`src/rtl/control_sequencer_if.sv`:
```
// Strobe/handshake bundle between the hardwired control sequencer (master)
// and the bus-based datapath plus memory (slave).
interface control_sequencer_if;
    logic [31:0] ir;
    logic        mem_ready;
    logic        resume;

    logic PCout, PCin, IncPC, MARin, MDRin, MDRout, IRin;
    logic Yin, Zlowin, Zhighin, Zlowout, Zhighout, HIin, LOin, Cout;
    logic Read, Write;
    logic Gra, Grb, Grc, Rin, Rout, BAout;
    logic [4:0]  alu_op;
    logic        run;
    logic        illegal;
    logic        mem_fault;
    logic [31:0] instr_count;

    modport master (
        input  ir, mem_ready, resume,
        output PCout, PCin, IncPC, MARin, MDRin, MDRout, IRin,
        output Yin, Zlowin, Zhighin, Zlowout, Zhighout, HIin, LOin, Cout,
        output Read, Write, Gra, Grb, Grc, Rin, Rout, BAout,
        output alu_op, run, illegal, mem_fault, instr_count
    );

    modport slave (
        output ir, mem_ready, resume,
        input  PCout, PCin, IncPC, MARin, MDRin, MDRout, IRin,
        input  Yin, Zlowin, Zhighin, Zlowout, Zhighout, HIin, LOin, Cout,
        input  Read, Write, Gra, Grb, Grc, Rin, Rout, BAout,
        input  alu_op, run, illegal, mem_fault, instr_count
    );
endinterface

```
`src/rtl/control_sequencer.sv`:
```
// Hardwired Moore control unit: fetch T0-T2, decode/execute T3-T7, memory-ready stalls.
// Optional retired-instruction counter enabled by defining PERF_COUNTER_EN.
module control_sequencer #(
    parameter int MEM_TIMEOUT = 15,
    parameter int OPW         = 5
) (
    input logic                 Clock,
    input logic                 clear,
    control_sequencer_if.master bus
);
    localparam int WCW = $clog2(MEM_TIMEOUT + 1);

    localparam logic [OPW-1:0] OP_LD   = OPW'(0);
    localparam logic [OPW-1:0] OP_LDI  = OPW'(1);
    localparam logic [OPW-1:0] OP_ST   = OPW'(2);
    localparam logic [OPW-1:0] OP_ADD  = OPW'(3);
    localparam logic [OPW-1:0] OP_ALU9 = OPW'(11);
    localparam logic [OPW-1:0] OP_MUL  = OPW'(15);
    localparam logic [OPW-1:0] OP_DIV  = OPW'(16);
    localparam logic [OPW-1:0] OP_NOP  = OPW'(26);
    localparam logic [OPW-1:0] OP_HALT = OPW'(27);
    localparam logic [WCW-1:0] WAIT_LAST = WCW'(MEM_TIMEOUT - 1);

    typedef enum logic [3:0] {
        S_RESET, S_T0, S_T1, S_T2, S_T3, S_T4, S_T5, S_T6, S_T7, S_HALT
    } state_t;

    typedef enum logic [2:0] {
        C_ALU, C_MD, C_LDI, C_LD, C_ST, C_NOP, C_HALT, C_ILL
    } cls_t;

    state_t         state_q, state_d;
    cls_t           cls_q, cls_t3;
    logic [OPW-1:0] opcode, op_q;
    logic [WCW-1:0] wait_q, wait_d;
    logic           fault_q, fault_d;
    logic           stall, retire;

    function automatic cls_t decode(input logic [OPW-1:0] op);
        cls_t c;
        if (op >= OP_ADD && op <= OP_ALU9) c = C_ALU;
        else if (op == OP_MUL || op == OP_DIV) c = C_MD;
        else if (op == OP_LDI) c = C_LDI;
        else if (op == OP_LD) c = C_LD;
        else if (op == OP_ST) c = C_ST;
        else if (op == OP_NOP) c = C_NOP;
        else if (op == OP_HALT) c = C_HALT;
        else c = C_ILL;
        return c;
    endfunction

    // T3 is the one state that reads the live IR; later states use the latched class.
    assign opcode = bus.ir[31 -: OPW];
    assign cls_t3 = decode(opcode);

    always_ff @(posedge Clock) begin
        if (!clear) begin
            state_q <= S_RESET;
            wait_q  <= '0;
            fault_q <= 1'b0;
        end else begin
            state_q <= state_d;
            wait_q  <= wait_d;
            fault_q <= fault_d;
        end
    end

    always_ff @(posedge Clock) begin
        if (state_q == S_T3) begin
            cls_q <= cls_t3;
            op_q  <= opcode;
        end
    end

    always_comb begin
        state_d = state_q;
        wait_d  = '0;
        fault_d = fault_q;
        stall   = 1'b0;
        retire  = 1'b0;
        case (state_q)
            S_RESET: state_d = S_T0;
            S_T0:    state_d = S_T1;
            S_T1:    if (bus.mem_ready) state_d = S_T2; else stall = 1'b1;
            S_T2:    state_d = S_T3;
            S_T3: begin
                case (cls_t3)
                    C_NOP, C_ILL: begin state_d = S_T0;   retire = 1'b1; end
                    C_HALT:       begin state_d = S_HALT; retire = 1'b1; end
                    default:      state_d = S_T4;
                endcase
            end
            S_T4: state_d = S_T5;
            S_T5: begin
                if (cls_q == C_ALU || cls_q == C_LDI) begin
                    state_d = S_T0;
                    retire  = 1'b1;
                end else begin
                    state_d = S_T6;
                end
            end
            S_T6: begin
                if (cls_q == C_MD) begin
                    state_d = S_T0;
                    retire  = 1'b1;
                end else if (cls_q == C_ST) begin
                    state_d = S_T7;
                end else if (bus.mem_ready) begin
                    state_d = S_T7;
                end else begin
                    stall = 1'b1;
                end
            end
            S_T7: begin
                if (cls_q == C_ST && !bus.mem_ready) begin
                    stall = 1'b1;
                end else begin
                    state_d = S_T0;
                    retire  = 1'b1;
                end
            end
            S_HALT:  if (bus.resume) state_d = S_T0;
            default: state_d = S_RESET;
        endcase
        if (stall) begin
            if (wait_q == WAIT_LAST) begin
                state_d = S_HALT;
                fault_d = 1'b1;
            end else begin
                wait_d = wait_q + 1'b1;
            end
        end
    end

    always_comb begin
        bus.PCout = 1'b0; bus.PCin = 1'b0; bus.IncPC = 1'b0; bus.MARin = 1'b0;
        bus.MDRin = 1'b0; bus.MDRout = 1'b0; bus.IRin = 1'b0; bus.Yin = 1'b0;
        bus.Zlowin = 1'b0; bus.Zhighin = 1'b0; bus.Zlowout = 1'b0; bus.Zhighout = 1'b0;
        bus.HIin = 1'b0; bus.LOin = 1'b0; bus.Cout = 1'b0; bus.Read = 1'b0;
        bus.Write = 1'b0; bus.Gra = 1'b0; bus.Grb = 1'b0; bus.Grc = 1'b0;
        bus.Rin = 1'b0; bus.Rout = 1'b0; bus.BAout = 1'b0;
        bus.alu_op  = '0;
        bus.illegal = 1'b0;
        bus.run     = (state_q != S_RESET) && (state_q != S_HALT);
        case (state_q)
            S_T0: begin bus.PCout = 1'b1; bus.MARin = 1'b1; bus.IncPC = 1'b1; bus.Zlowin = 1'b1; end
            S_T1: begin bus.Zlowout = 1'b1; bus.PCin = 1'b1; bus.Read = 1'b1; bus.MDRin = 1'b1; end
            S_T2: begin bus.MDRout = 1'b1; bus.IRin = 1'b1; end
            S_T3: begin
                case (cls_t3)
                    C_ALU:             begin bus.Grb = 1'b1; bus.Rout = 1'b1; bus.Yin = 1'b1; end
                    C_MD:              begin bus.Gra = 1'b1; bus.Rout = 1'b1; bus.Yin = 1'b1; end
                    C_LDI, C_LD, C_ST: begin bus.Grb = 1'b1; bus.BAout = 1'b1; bus.Yin = 1'b1; end
                    C_ILL:             bus.illegal = 1'b1;
                    default:           ;
                endcase
            end
            S_T4: begin
                bus.Zlowin = 1'b1;
                if (cls_q == C_ALU || cls_q == C_MD) begin
                    bus.Rout    = 1'b1;
                    bus.Zhighin = 1'b1;
                    bus.Grc     = (cls_q == C_ALU);
                    bus.Grb     = (cls_q == C_MD);
                    bus.alu_op  = op_q;
                end else begin
                    bus.Cout   = 1'b1;
                    bus.alu_op = OP_ADD;
                end
            end
            S_T5: begin
                bus.Zlowout = 1'b1;
                if (cls_q == C_ALU || cls_q == C_LDI) begin
                    bus.Gra = 1'b1;
                    bus.Rin = 1'b1;
                end else if (cls_q == C_MD) begin
                    bus.LOin = 1'b1;
                end else begin
                    bus.MARin = 1'b1;
                end
            end
            S_T6: begin
                if (cls_q == C_MD) begin
                    bus.Zhighout = 1'b1;
                    bus.HIin     = 1'b1;
                end else if (cls_q == C_LD) begin
                    bus.Read  = 1'b1;
                    bus.MDRin = 1'b1;
                end else begin
                    bus.Gra   = 1'b1;
                    bus.Rout  = 1'b1;
                    bus.MDRin = 1'b1;
                end
            end
            S_T7: begin
                if (cls_q == C_LD) begin
                    bus.MDRout = 1'b1;
                    bus.Gra    = 1'b1;
                    bus.Rin    = 1'b1;
                end else begin
                    bus.Write = 1'b1;
                end
            end
            default: ;
        endcase
    end

    assign bus.mem_fault = fault_q;

`ifdef PERF_COUNTER_EN
    logic [31:0] count_q;

    always_ff @(posedge Clock) begin
        if (!clear) count_q <= '0;
        else if (retire) count_q <= count_q + 32'd1;
    end

    assign bus.instr_count = count_q;
`else
    assign bus.instr_count = '0;
`endif
endmodule

```
`src/flat_wrapper.sv`:
```
// flat-port wrapper written by rule: the top's interface ports become plain ports
module control_sequencer_flat 
#(
    parameter int MEM_TIMEOUT = 15,
    parameter int OPW         = 5
)
  (Clock, clear, bus_ir, bus_mem_ready, bus_resume, bus_PCout, bus_PCin, bus_IncPC, bus_MARin, bus_MDRin, bus_MDRout, bus_IRin, bus_Yin, bus_Zlowin, bus_Zhighin, bus_Zlowout, bus_Zhighout, bus_HIin, bus_LOin, bus_Cout, bus_Read, bus_Write, bus_Gra, bus_Grb, bus_Grc, bus_Rin, bus_Rout, bus_BAout, bus_alu_op, bus_run, bus_illegal, bus_mem_fault, bus_instr_count);
  control_sequencer_if bus_i ();
  input logic Clock;
  input logic clear;
  input wire logic [$bits(bus_i.ir)-1:0] bus_ir;
  input wire logic [$bits(bus_i.mem_ready)-1:0] bus_mem_ready;
  input wire logic [$bits(bus_i.resume)-1:0] bus_resume;
  output wire logic [$bits(bus_i.PCout)-1:0] bus_PCout;
  output wire logic [$bits(bus_i.PCin)-1:0] bus_PCin;
  output wire logic [$bits(bus_i.IncPC)-1:0] bus_IncPC;
  output wire logic [$bits(bus_i.MARin)-1:0] bus_MARin;
  output wire logic [$bits(bus_i.MDRin)-1:0] bus_MDRin;
  output wire logic [$bits(bus_i.MDRout)-1:0] bus_MDRout;
  output wire logic [$bits(bus_i.IRin)-1:0] bus_IRin;
  output wire logic [$bits(bus_i.Yin)-1:0] bus_Yin;
  output wire logic [$bits(bus_i.Zlowin)-1:0] bus_Zlowin;
  output wire logic [$bits(bus_i.Zhighin)-1:0] bus_Zhighin;
  output wire logic [$bits(bus_i.Zlowout)-1:0] bus_Zlowout;
  output wire logic [$bits(bus_i.Zhighout)-1:0] bus_Zhighout;
  output wire logic [$bits(bus_i.HIin)-1:0] bus_HIin;
  output wire logic [$bits(bus_i.LOin)-1:0] bus_LOin;
  output wire logic [$bits(bus_i.Cout)-1:0] bus_Cout;
  output wire logic [$bits(bus_i.Read)-1:0] bus_Read;
  output wire logic [$bits(bus_i.Write)-1:0] bus_Write;
  output wire logic [$bits(bus_i.Gra)-1:0] bus_Gra;
  output wire logic [$bits(bus_i.Grb)-1:0] bus_Grb;
  output wire logic [$bits(bus_i.Grc)-1:0] bus_Grc;
  output wire logic [$bits(bus_i.Rin)-1:0] bus_Rin;
  output wire logic [$bits(bus_i.Rout)-1:0] bus_Rout;
  output wire logic [$bits(bus_i.BAout)-1:0] bus_BAout;
  output wire logic [$bits(bus_i.alu_op)-1:0] bus_alu_op;
  output wire logic [$bits(bus_i.run)-1:0] bus_run;
  output wire logic [$bits(bus_i.illegal)-1:0] bus_illegal;
  output wire logic [$bits(bus_i.mem_fault)-1:0] bus_mem_fault;
  output wire logic [$bits(bus_i.instr_count)-1:0] bus_instr_count;
  assign bus_i.ir = bus_ir;
  assign bus_i.mem_ready = bus_mem_ready;
  assign bus_i.resume = bus_resume;
  assign bus_PCout = bus_i.PCout;
  assign bus_PCin = bus_i.PCin;
  assign bus_IncPC = bus_i.IncPC;
  assign bus_MARin = bus_i.MARin;
  assign bus_MDRin = bus_i.MDRin;
  assign bus_MDRout = bus_i.MDRout;
  assign bus_IRin = bus_i.IRin;
  assign bus_Yin = bus_i.Yin;
  assign bus_Zlowin = bus_i.Zlowin;
  assign bus_Zhighin = bus_i.Zhighin;
  assign bus_Zlowout = bus_i.Zlowout;
  assign bus_Zhighout = bus_i.Zhighout;
  assign bus_HIin = bus_i.HIin;
  assign bus_LOin = bus_i.LOin;
  assign bus_Cout = bus_i.Cout;
  assign bus_Read = bus_i.Read;
  assign bus_Write = bus_i.Write;
  assign bus_Gra = bus_i.Gra;
  assign bus_Grb = bus_i.Grb;
  assign bus_Grc = bus_i.Grc;
  assign bus_Rin = bus_i.Rin;
  assign bus_Rout = bus_i.Rout;
  assign bus_BAout = bus_i.BAout;
  assign bus_alu_op = bus_i.alu_op;
  assign bus_run = bus_i.run;
  assign bus_illegal = bus_i.illegal;
  assign bus_mem_fault = bus_i.mem_fault;
  assign bus_instr_count = bus_i.instr_count;
  control_sequencer #(.MEM_TIMEOUT(MEM_TIMEOUT), .OPW(OPW)) u_core (.Clock(Clock), .clear(clear), .bus(bus_i));
endmodule
```
`config.mk`:
```
export PLATFORM = sky130hd
export DESIGN_NAME = control_sequencer_flat
export DESIGN_NICKNAME = d
export VERILOG_FILES = /design/src/rtl/control_sequencer_if.sv /design/src/rtl/control_sequencer.sv /design/src/flat_wrapper.sv
export SDC_FILE = /design/constraint.sdc
export NUM_CORES = 1
export LEC_CHECK = 0
export CORE_MARGIN = 2
export CORE_UTILIZATION = 34
export CTS_CLUSTER_DIAMETER = 200
export CTS_CLUSTER_SIZE = 25
export DETAILED_ROUTE_END_ITERATION = 10
export PLACE_DENSITY = 0.77
export SLEW_MARGIN = 30
export SYNTH_ARGS = -nofsm -noshare
export SYNTH_HDL_FRONTEND = slang
export SYNTH_SLANG_ARGS = --single-unit
```
`constraint.sdc`:
```
create_clock -name Clock -period 1.9 [get_ports Clock]
set_input_delay 0.285 -clock Clock [delete_from_list [all_inputs] [get_ports Clock]]
set_output_delay 0.285 -clock Clock [all_outputs]
set_load 0.01 [all_outputs]
```
==> results of run 1 <==
## power by group through the flow
stage / logic [µW] / registers (µW) / clock network [µW]
after floorplan: 495 / 455 / 0
after global placement: 839 / 455 / 0
after detailed placement: 855 / 459 / 0
after CTS: 855 / 455 / 270
after global routing: 958 / 460 / 288
final: 886 / 454 / 269
## final cells by class
cell class	count	area share (%)
inverter	7	1.29
sequential	17	18.2
multi-input combinational	156	46.5
timing repair buffer	88	29.1
tap	54	2.90
clock buffer	4	1.94
## kinds of logic (layout without fill, tap and decap cells)
kind of cell               Yosys count  after routing
xor gates and xnor gates             4              4
other                                1             32
AOI/OAI and AO/OA                   42             42
and+or+nand+nor                     76             76
adders and majority gates            2              2
buffers and inverters               56             99
DFF                                 17             17
## per-stage QoR
stage          TNS [ns]  total power (µW)  std cells  area (µm²)
2_1_floorplan         0               949        229        1750
3_3_place_gp      -5.85              1290        309        2160
3_5_place_dp      -6.11              1310        309        2160
4_1_cts          -0.609              1580        322        2260
5_1_grt           -1.55              1710        326        2330
6_report         -0.595              1610        326        2330
## what timing repair did
item,in CTS,in global routing
setup endpoints to repair,38,31
resized for setup,102,16
cloned,0,0
hold buffers,0,0
pin swaps,10,10
buffers inserted,9,4
## how the worst max path moves through the flow
stage	start	endpoint	slack (ns)	depth (start not counted)
after CTS	u_core.state_q[3]	bus_Gra	-0.17	6
after global routing	u_core.state_q[0]	bus_Gra	-0.22	6
after floorplan	u_core.state_q[3]	bus_illegal	0.1	5
final	u_core.state_q[0]	bus_Gra	-0.16	6
after global placement	bus_ir[31]	bus_Gra	-0.76	6
after detailed placement	bus_ir[31]	bus_Gra	-0.74	6
## synthesized netlist by cell type (4+ instances only)
master | instances | area share [%]
buf_4 | 35 | 16
nor2_1 | 15 | 3.5
clkbuf_1 | 12 | 2.8
nand2_1 | 11 | 2.5
dfxtp_1 | 9 | 11
edfxtp_1 | 8 | 15
o21ai_0 | 8 | 2.5
a21oi_1 | 7 | 2.2
inv_1 | 7 | 1.6
nor3_1 | 7 | 2.2
nand2b_1 | 6 | 2.3
a211oi_1 | 5 | 2.3
and2_1 | 4 | 1.5
and3_1 | 4 | 1.5
nor4_2 | 4 | 3.1
## state kept, by name, summed over array words and instances (netlist names)
signal                flops
u_core.bus.mem_fault      1
u_core.cls_q              3
u_core.op_q               5
u_core.state_q            4
u_core.wait_q             4
## metal layers
layer	part of all wire, %	vias to the layer above	GRT usage [%]
met5	0	-	0
met4	1.2	0	4.53
met3	5.8	5	1.10
met2	52	70	29.4
met1	41	768	20.5
li1	-	794	-
## critical path: stages (launching register included)
cell and delay, ns:
dfxtp_2 0.33, or4b_4 0.58, clkinvlp_4 0.12, o21a_1 0.16
buf_4 0.11, a211o_1 0.10, buf_2 0.12
==> summary.md, run 1 <==
| Metric | Value |
|---|---|
| Final HPWL DP | `3.24 mm` |
| Nets | `311` |
| Netlist Area Pre-Place | `0.00163 mm²` |
| Clock Skew | `0.00573 ns` |
| Overall Global Routing Usage | `16.2%` |
| Switch share | `37.2%` |
| Critical Path Fanout Max | `4` |
| Final min period | `2.06 ns` |
| Detailed Route WL | `4.41 mm` |
| ANT nets after route | `0` |
| Layout area overhead | `43.0%` |
| Achievable Freq | `486 MHz` |
| Register bit total from synthesis | `17` |
| LEAKAGE | `0.00108 µW` |
| Post-synth EDFFs | `8` |
| Worst hold start | `u_core.bus.mem_fault` |
| Crit start category | `flip-flop` |
| Area occupied by multi-input gates | `0.00108 mm²` |
| Initial DRT Pass Iterations | `4` |
| Fin util | `49.9%` |
| Reg2reg path depth | `6` |
| Synth Flop Type | `dfxtp_1` |
| DR DRC count | `0` |
| Sequential power share | `28.2%` |
| Drt initial violations | `106` |
| Port-buffer cells | `39` |
| Seq/Total Area, Yosys | `25.8%` |
| Final worst slack | `-0.158 ns` |
| Largest family of logic cells by synthesized area | `simple AND/OR/NAND/NOR gates` |
| Failing checks | `setup timing` |
| GR Overflow Total | `0` |
| RePlAce Congestion | `0.870` |
| Count of final setup violators | `7` |
| ANT cells | `0` |
| Worst skew pair latency | `0.25 ns` |
| Worst path required time | `1.62 ns` |
| R2R Path End | `u_core.state_q[0]` |
| Core ar. | `0.00466 mm²` |
| Sinks on Clock Net | `17` |
| First-pass GRT wire length | `6.93 mm` |
| Root buf cell | `clkbuf_8` |
| Final hold vios | `0` |
| Commonest non-fill, non-tap cells in the layout | `buf_4 (44), conb_1 (32), dlygate4sd2_1 (15), buf_2 (15), nor2_1 (14)` |
| Initial Utilization | `34.9%` |
| Commonest non-fill, non-tap cell in the layout | `buf_4` |
| RSZ-0062 raised after global routing | `yes` |
| Logic pwr share | `55.0%` |
| Post-Syn Instances | `198` |
| Cts bufs inserted | `3` |
| Worst hold slack | `0.478 ns` |
| Part of the cycle the worst path needs | `108%` |
| Syn. warnings | `0` |
| Largest net degree at the start of global routing | `16` |
| Simple-Gate Fraction of Synth Area | `29.2%` |
| MaxCap Viol Count | `0` |
| Storage cell area | `424 µm²` |
| Vias per inst | `5.02` |
| Clk buf depth | `2` |
| TritonCTS clock tree | `done` |
| Slew Viols, Final | `0` |
| DIE HEIGHT | `73.2 µm` |
| Xor/xnor share of the synthesized area | `2.15%` |
| Internal power | `1010 µW` |
| Synth Area in Compound Gates | `19.5%` |
| Number of antenna violations at the first check in global routing | `0` |
| Yosys cell types | `53` |
| R2R Path Start | `u_core.state_q[0]` |
| Flop-to-flop setup slack | `0.02 ns` |
| Layout cells sized above 1 | `36.8%` |
| VDD IR max | `0.264 mV` |
| P_sw | `599 µW` |
| Adder-cell share of the synthesized area | `1.54%` |
| Clock slew at reported path FFs | `0.06 ns` |
| Die area | `0.00536 mm²` |
| Hold path depth | `1` |
| Clk network pwr share | `16.7%` |
| Cell Rows | `25` |
| Pwr/cell area | `691 mW/mm²` |
| Synth async-reset ratio | `0%` |
| Vias in the first global route | `1507` |
| Pre-CTS WS | `-0.741 ns` |
| Hold endpoint | `u_core.bus.mem_fault` |
| Crit Path Class | `flip-flop to primary output` |
| H-tree level count | `1` |
| Worst min-delay path class | `flip-flop to flip-flop` |
| DIE WIDTH | `73.2 µm` |
| Fillers | `437` |
| Status | `finished, violations left` |
| Mean post-synth cell area | `8.22 µm²` |
| IO Pins | `99` |
| Worst EP arrival | `1.77 ns` |
| Drt wl/cell | `13.5 µm` |
| Crit. End Element | `primary output` |
| Mux cell area share after synthesis | `0%` |
| Vias | `1637` |
No activity file was read; power rests on OpenSTA's default activity.
==> run 2, diff against run 1 <==
--- a/config.mk
+++ b/config.mk
@@ -5,7 +5,7 @@
 export SDC_FILE = /design/constraint.sdc
 export NUM_CORES = 1
 export LEC_CHECK = 0
-export CORE_MARGIN = 2
+export ABC_AREA = 0
 export CORE_UTILIZATION = 34
 export CTS_CLUSTER_DIAMETER = 200
 export CTS_CLUSTER_SIZE = 25
==> run 2 against run 1 <==
The flow finishes with violations (DRC, setup timing). Core utilization up 2.0 points. Critical endpoint unchanged. Register-to-register slack lost 0.03 ns. Wire length shrank 2.2%. Global-route usage up 0.83 points. Sequential cell count did not move. Sequential power grew 2%.
==> summary.md, run 2 (synthesis gave the netlist of run 1 again) <==
| Metric | Value |
|---|---|
| DP Cell Count | `309 (unchanged)` |
| Part of the cycle the worst path needs | `105% (-3.1 points)` |
| DR DRC count | `6 (+6)` |
| Commonest non-fill, non-tap cell in the layout | `buf_4` |
| Top Registers | `u_core.op_q: 5 flops, u_core.state_q: 4 flops, u_core.wait_q: 4 flops` |
| Worst EP arrival | `1.71 ns (-0.06 ns)` |
| Initial Utilization | `36.4% (+1.5 points)` |
| MaxCap Viol Count | `0 (unchanged)` |
| Fillers | `407 (-6.9%)` |
| Worst hold slack | `0.496 ns (+0.0174 ns)` |
| Layout cells sized above 1 | `38.2% (+1.5 points)` |
| Largest net degree at the start of global routing | `17 (+1)` |
| Final min period | `2.00 ns (-0.0592 ns)` |
| Root buf cell | `clkbuf_8` |
| Worst setup path startpoint | `u_core.state_q[1]` |
| ANT cells | `0 (unchanged)` |
| Pwr/cell area | `707 mW/mm² (+2.2%)` |
| Worst min-delay path class | `flip-flop to flip-flop` |
| H-tree level count | `1 (unchanged)` |
| ANT nets after route | `0 (unchanged)` |
| Sinks on Clock Net | `17 (unchanged)` |
| RePlAce Congestion | `0.900 (+3.4%)` |
| Cts bufs inserted | `3 (unchanged)` |
| Max reg flops | `5 (unchanged)` |
| Drt initial violations | `59 (-44%)` |
| Core ar. | `0.00447 mm² (-4.0%)` |
| Failing checks | `DRC, setup timing` |
| Vias per inst | `4.94 (-1.7%)` |
| First-pass GRT wire length | `6.95 mm (+0.30%)` |
| R2R Path Start | `u_core.state_q[0]` |
| Die area | `0.00507 mm² (-5.4%)` |
| Worst skew pair latency | `0.25 ns (about the same)` |
| Vias in the first global route | `1478 (-1.9%)` |
| Status | `finished, violations left` |
| DIE WIDTH | `71.2 µm (-2.7%)` |
| Layout area overhead | `42.7%` |
| Final hold vios | `0 (unchanged)` |
| R2R Path End | `u_core.wait_q[3]` |
| Cell Rows | `24 (-4.0%)` |
| Port-buffer cells | `39 (unchanged)` |
| Worst path required time | `1.62 ns (about the same)` |
| Initial DRT Pass Iterations | `7 (+3)` |
| Commonest non-fill, non-tap cells in the layout | `buf_4 (42), conb_1 (32), nor2_1 (14), buf_2 (14), nand2_1 (11)` |
| Clock Skew | `0.00410 ns (-0.00164 ns)` |
| Count of final setup violators | `6 (-1)` |
| Achievable Freq | `500 MHz (+3.0%)` |
| Vias | `1600 (-2.3%)` |
| Flop-to-flop setup slack | `-0.01 ns (-0.03 ns)` |
| Crit. End Element | `primary output` |
| Detailed Route WL | `4.31 mm (-2.2%)` |
| Reg with most FFs | `u_core.op_q` |
| Critical Path Fanout Max | `4 (unchanged)` |
| VDD IR max | `0.247 mV (-6.3%)` |
| Drt wl/cell | `13.3 µm (-1.6%)` |
| GR Overflow Total | `0 (unchanged)` |
| Non-filler cells, final | `324 (-0.61%)` |
| Final worst slack | `-0.0990 ns (+0.0592 ns)` |
| Slew Viols, Final | `0 (unchanged)` |
| Crit start category | `flip-flop` |
| Number of antenna violations at the first check in global routing | `0 (unchanged)` |
| Crit Path Class | `flip-flop to primary output` |
| Final HPWL DP | `3.22 mm (-0.44%)` |
| RSZ-0062 raised after global routing | `yes` |
| Hold buffers post-CTS | `0 (unchanged)` |
| Clock slew at reported path FFs | `0.06 ns (about the same)` |
| Nets | `311 (unchanged)` |
| Overall Global Routing Usage | `17.1% (+0.83 points)` |
| Worst hold start | `u_core.bus.mem_fault` |
| LEAKAGE | `0.00109 µW (+0.16%)` |
| Clk buf depth | `2 (unchanged)` |
| IO Pins | `99 (unchanged)` |
| CP endpoint | `bus_Gra` |
| DIE HEIGHT | `71.2 µm (-2.7%)` |
| Reg2reg path depth | `6 (unchanged)` |
| TritonCTS clock tree | `done` |
-- run 2: cell types whose count changed in the layout (fill, tap and decap cells not counted), moves of 2 or more --
| cell | previous run | this run |
|---|---|---|
| clkbuf_2 | 1 | 4 |
| dlymetal6s2s_1 | 0 | 2 |
| buf_4 | 44 | 42 |
| dlygate4sd2_1 | 15 | 10 |
| clkdlybuf4s15_2 | 0 | 2 |
-- run 2: area by class of cell --
type / instances / area [µm²] / area share (%)
clock buffers: 4 / 45.0 / 1.94
inverters: 7 / 30.0 / 1.29
well taps: 52 / 65.1 / 2.80
flip-flops and latches: 17 / 425 / 18.3
multi-input cells: 156 / 1060 / 45.8
repair buffers: 88 / 693 / 29.8
-- run 2: where the power goes --
part | switching, µW | leakage [µW] | internal, µW
combinational | 450 | 0.000917 | 458
clock | 123 | 0.0000228 | 149
sequential | 35.0 | 0.000146 | 428
-- run 2: critical path: stages, from the launching register on --
cell and delay [ns]:
dfxtp_2 0.34, or4b_4 0.60, clkinvlp_4 0.13, o21a_1 0.15, a211o_1 0.12, buf_2 0.12
-- run 2: how the worst min path moves through the flow --
stage	slack, ns	cells after the start	end
2_1_floorplan	0.38	0	u_core.op_q[0]
3_3_place_gp	0.48	1	u_core.bus.mem_fault
3_5_place_dp	0.48	1	u_core.bus.mem_fault
4_1_cts	0.50	1	u_core.bus.mem_fault
5_1_grt	0.53	1	u_core.bus.mem_fault
6_report	0.50	1	u_core.bus.mem_fault
-- run 2: repair_timing --
action | 4_1_cts | 5_1_grt
pin swaps | 12 | 9
endpoints found under the setup margin | 38 | 33
setup buffers | 6 | 5
gates resized for setup | 100 | 26
-- run 2: layer usage --
| metal | global-route usage, % | up-vias | part of all wire, % |
|---|---|---|---|
| met2 | 29.8 | 51 | 50 |
| met5 | 0 | - | 0 |
| met3 | 1.42 | 6 | 4.8 |
| li1 | - | 796 | - |
| met1 | 22.4 | 747 | 44 |
| met4 | 4.67 | 0 | 1.3 |
-- run 2: per-stage QoR --
stage	worst slack, ns	util (%)	power (µW)	cell area, µm²	setup TNS (ns)
6_report	-0.0990	51.9	1640	2320	-0.430
5_1_grt	-0.157	51.9	1730	2320	-0.994
2_1_floorplan	0.0978	-	949	1750	0
3_3_place_gp	-0.744	48.5	1280	2170	-5.36
4_1_cts	-0.0798	50.9	1550	2280	-0.574
3_5_place_dp	-0.736	48.5	1290	2170	-6.01
